File: src/rtl/irq_pending_ctrl_pkg.sv
// Shared constants and FSM encoding for the interrupt pending controller.
// The encoder and the controller both use these widths.
package irq_pending_ctrl_pkg;

   localparam int unsigned      NUM_IRQ  = 8;
   localparam int unsigned      ID_W     = 3;
   localparam logic [NUM_IRQ-1:0] MASK_RST = 8'hFF;

   typedef enum logic {
      IDLE = 1'b0,
      REQ  = 1'b1
   } state_t;

endpackage

File: src/rtl/irq_pending_ctrl_prio_enc.sv
// 8-to-3 priority encoder: the highest set input bit wins.
// valid is low when no input bit is set, and out is 0 in that case.
module priority_encoder_8to3
   import irq_pending_ctrl_pkg::*;
(
   input  logic [NUM_IRQ-1:0] in,
   output logic [ID_W-1:0]    out,
   output logic               valid
);

   always_comb begin
      out   = '0;
      valid = |in;
      // Ascending scan: the last hit is the highest index.
      for (int i = 0; i < NUM_IRQ; i++) begin
         if (in[i]) out = i[ID_W-1:0];
      end
   end

endmodule

File: src/rtl/irq_pending_ctrl.sv
// Interrupt pending controller: captures request lines into a pending register,
// filters them through a mask and presents one request at a time until acked.
module irq_pending_ctrl
   import irq_pending_ctrl_pkg::*;
#(
   parameter int unsigned EDGE_MODE = 1
)
(
   input  logic               clk,
   input  logic               rst,
   input  logic [NUM_IRQ-1:0] irq_in,
   input  logic               mask_wr,
   input  logic [NUM_IRQ-1:0] mask_data,
   input  logic               irq_ack,
   output logic               irq_req,
   output logic [ID_W-1:0]    irq_id,
   output logic [NUM_IRQ-1:0] pending,
   output logic [NUM_IRQ-1:0] mask,
   output state_t             dbg_state
);

   // Handshake: irq_req/irq_id are held stable from the IDLE->REQ edge until
   // the first edge with irq_ack=1; irq_ack outside REQ has no effect.

   logic [NUM_IRQ-1:0] r_irq_q;
   logic [NUM_IRQ-1:0] r_pending;
   logic [NUM_IRQ-1:0] r_mask;
   logic [ID_W-1:0]    r_irq_id;
   logic               r_irq_req;
   state_t             r_state;
   state_t             w_state_nxt;
   logic               w_load_id;
   logic               w_ack_take;
   logic [NUM_IRQ-1:0] w_set;
   logic [NUM_IRQ-1:0] w_clr;
   logic [NUM_IRQ-1:0] w_eligible;
   logic [ID_W-1:0]    w_enc_idx;
   logic               w_enc_valid;

   generate
      if (EDGE_MODE != 0) begin : g_edge
         assign w_set = irq_in & ~r_irq_q;
      end else begin : g_level
         assign w_set = irq_in;
      end
   endgenerate

   assign w_eligible = r_pending & ~r_mask;
   assign w_ack_take = (r_state == REQ) && irq_ack;
   // Set is OR-ed in after the clear so a same-edge set wins over the ack.
   assign w_clr      = w_ack_take ? (NUM_IRQ'(1) << r_irq_id) : '0;

   priority_encoder_8to3 u_prio_enc (
      .in    (w_eligible),
      .out   (w_enc_idx),
      .valid (w_enc_valid)
   );

   always_ff @(posedge clk or posedge rst) begin
      if (rst) begin
         r_irq_q   <= '0;
         r_pending <= '0;
         r_mask    <= MASK_RST;
      end else begin
         r_irq_q   <= irq_in;
         r_pending <= (r_pending & ~w_clr) | w_set;
         if (mask_wr) r_mask <= mask_data;
      end
   end

   always_ff @(posedge clk or posedge rst) begin
      if (rst) r_state <= IDLE;
      else     r_state <= w_state_nxt;
   end

   always_comb begin
      w_state_nxt = r_state;
      w_load_id   = 1'b0;
      case (r_state)
         IDLE: begin
            if (w_enc_valid) begin
               w_state_nxt = REQ;
               w_load_id   = 1'b1;
            end
         end
         REQ: begin
            if (irq_ack) w_state_nxt = IDLE;
         end
         default: w_state_nxt = IDLE;
      endcase
   end

   always_ff @(posedge clk or posedge rst) begin
      if (rst) begin
         r_irq_id  <= '0;
         r_irq_req <= 1'b0;
      end else begin
         if (w_load_id) r_irq_id <= w_enc_idx;
         r_irq_req <= (w_state_nxt == REQ);
      end
   end

   assign irq_req   = r_irq_req;
   assign irq_id    = r_irq_id;
   assign pending   = r_pending;
   assign mask      = r_mask;
   assign dbg_state = r_state;

endmodule

File: config.mk
export PLATFORM = sky130hd
export DESIGN_NAME = irq_pending_ctrl
export DESIGN_NICKNAME = d
export VERILOG_FILES = /design/src/rtl/irq_pending_ctrl_pkg.sv /design/src/rtl/irq_pending_ctrl_prio_enc.sv /design/src/rtl/irq_pending_ctrl.sv
export SDC_FILE = /design/constraint.sdc
export NUM_CORES = 1
export LEC_CHECK = 0
export CAP_MARGIN = 20
export CELL_PAD_IN_SITES_DETAIL_PLACEMENT = 0
export CELL_PAD_IN_SITES_GLOBAL_PLACEMENT = 1
export CORE_MARGIN = 2
export CORE_UTILIZATION = 33
export DETAILED_ROUTE_END_ITERATION = 16
export HOLD_SLACK_MARGIN = 0.08
export PLACE_DENSITY = 0.85
export SYNTH_ARGS = -nofsm -noshare
export SYNTH_HDL_FRONTEND = slang
export SYNTH_SLANG_ARGS = --single-unit
File: constraint.sdc
create_clock -name clk -period 2.18 [get_ports clk]
set_clock_uncertainty 0.1 [all_clocks]
set_input_delay 0.327 -clock clk [delete_from_list [all_inputs] [get_ports clk]]
set_output_delay 0.327 -clock clk [all_outputs]
set_load 0.01 [all_outputs]
==> impl_metrics.json <==
{
  "outcome": "complete, no violations",
  "synth.distinct_cells": 23,
  "start_kind": "flop",
  "via_per_inst": 4.62,
  "fin_nets": 156,
  "final.setup.tns_ns": 0,
  "grt_pass1_vias": 942,
  "cpPeakStageDelay_ns": 0.59,
  "dieWidth_um": 63.1,
  "grt_usage_pct": 13.8,
  "finalCritPeriodShare_pct": 86.3,
  "max_clock_freq_mhz": 532,
  "cap_violations": 0,
  "drtIter0Drc": 7,
  "yosys_warnings": 0,
  "finish.utilization_pct": 48.9,
  "grt_max_degree": 29,
  "cts_max_path_buffers": 2,
  "dieArea_mm2": 0.00398,
  "core_mm2": 0.00334,
  "worstSetupEndpointType": "primary output",
  "ys_seq_area_share_pct": 61.7,
  "postRouteAntennaNets": 0,
  "synthCells": 92,
  "ios": 41,
  "required_ns": 1.75,
  "period_minus_slack_ns": 1.88,
  "worstPathMaxFanout": 3,
  "peakVddDrop_mv": 0.434,
  "critPathTopFamily": "flip-flops",
  "hold_viol": 0,
  "p_per_area_mw_per_mm2": 953,
  "slowest_stage": "dfstp_2",
  "cts_hold_buf": 0,
  "clock_sinks": 28,
  "cts_root_buffer": "clkbuf_4",
  "syn_area_per_cell_um2": 12.5,
  "place_congestion": 0.817,
  "drive_above_1_share_pct": 17.8,
  "synthesis.nets": 112,
  "grt_pass1_wl_um": 4280,
  "wl_per_cell_um": 13.9,
  "critPathKind": "reg2out",
  "vias": 836,
  "num_rows": 21,
  "min_path_type": "in2async",
  "dp_slack_ns": 0.536,
  "hold_ws_ns": 0.262,
  "clk_latency_ns": 0.31,
  "start_util_pct": 34.5,
  "maxSlewViolCount": 0,
  "first_pass_iters": 4,
  "antenna_found_initial": 0,
  "postRouteWirelength_um": 2510,
  "drc": 0,
  "cts_setup_buffers": 0,
  "worst_pin_slew_ns": 0.364,
  "cts_tree": "built",
  "crit_arrival_ns": 1.45,
  "final-setup-viol-count": 0,
  "crit_buf_inv": 1,
  "grt_setup_unrepaired": "no",
  "die_h_um": 63.1,
  "crit_chain": "clkdlybuf4s50_1",
  "area_growth_pct": 41.7,
  "synth_area_mm2": 0.00115,
  "num_antenna_cells": 0,
  "power_leakage_nw": 0.667,
  "cts_max_level": 1,
  "path_clk_slew_ns": 0.14,
  "max-slew-margin-rel_pct": 75.6,
  "total_power_w": 0.00156,
  "dpl.hpwl_um": 1930,
  "cts_buffers": 3,
  "numPortBuffers": 40,
  "cts-resized-gates": 0,
  "setup_ws_ns": 0.299,
  "grt-ovfl-total": 0,
  "ys_seq_elements": 28
}
-- sequential cells by signal, summed over array words and instances, names as in the netlist --
register / cells
irq_id: 3
irq_req: 1
mask: 8
pending: 8
r_irq_q: 8
-- per-stage QoR --
stage	area, µm²	std cells
after floorplan	1150	92
after global placement	1610	177
after detailed placement	1610	177
after CTS	1630	181
after global routing	1630	181
final	1630	181
-- final timing paths --
check	endpoint	startpoint	depth (start not counted)	slack, ns
setup reg to reg	irq_id[1]	mask[3]	4	0.52
hold / removal	r_irq_q[1]	rst	3	0.26
min in group clk	pending[4]	r_irq_q[4]	1	0.33
hold reg to reg	pending[4]	r_irq_q[4]	1	0.33
max in group asynchronous	mask[4]	rst	3	1.41
setup / recovery	mask[3]	mask[3]	1	0.30
-- cell usage after synthesis (all sizes together) --
master	count	area (µm²)
nor2b	4	32.5
inv	11	41.3
clkbuf	1	3.75
o211ai	1	7.51
buf	1	7.51
nand2	2	7.51
a2111oi	1	27.5
dfstp	8	210
a21o	1	7.51
and4b	1	10.0
a21oi	2	13.8
mux2	9	109
nand3b	2	15.0
o21ai	17	85.1
nand3	1	5.00
dfrtp	20	500
o221ai	1	8.76
nand2b	7	43.8
o31ai	2	15.0
-- tightest hold or removal path, delay by kind of cell --
kind                   cells  cell delay, ns
buffers and inverters      3            0.78
-- cell usage in the layout, fill, tap and decap left out, drive strengths merged --
cell / synthesis / routed
dfrtp: 20 / 20
clkinv: 0 / 1
and4b: 1 / 1
dfstp: 8 / 8
nand3: 1 / 1
nand2b: 7 / 7
nor2b: 4 / 4
o221ai: 1 / 1
buf: 1 / 1
inv: 11 / 11
o211ai: 1 / 1
clkdlybuf4s50: 0 / 40
a2111oi: 1 / 1
o31ai: 2 / 2
nand2: 2 / 2
o21ai: 17 / 17
mux2: 9 / 9
clkbuf: 1 / 3
a21o: 1 / 1
nand3b: 2 / 2
a21oi: 2 / 2
-- area by class of cell --
cell class | instances | area (µm²)
fill | 324 | 1710
sequential | 28 | 711
timing repair buffer | 41 | 408
multi-input combinational | 51 | 388
tap | 46 | 57.6
inverter | 11 | 41.3
clock buffer | 3 | 22.5
clock inverter | 1 | 3.75
-- per-layer routing --
layer	routed length [µm]	vias to the layer above	track usage (%)
li1	-	400	-
met4	29	0	5.83
met5	0	-	0
met3	133	5	2.32
met1	1120	402	17.8
met2	1230	29	22.9
-- cells by family after synthesis --
group           count (synthesis)  synth area share (%)
simple gates                   17                  9.89
compound gates                 25                  14.3
mux                             9                  9.46
flops                          28                  61.7
buf+inv                        13                  4.57
-- power by group --
part	internal [W]	switching, W
Combinational	0.000346	0.000242
Clock	0.0000669	0.000140
Sequential	0.000633	0.000127
Power figures use the tool's default switching activity.
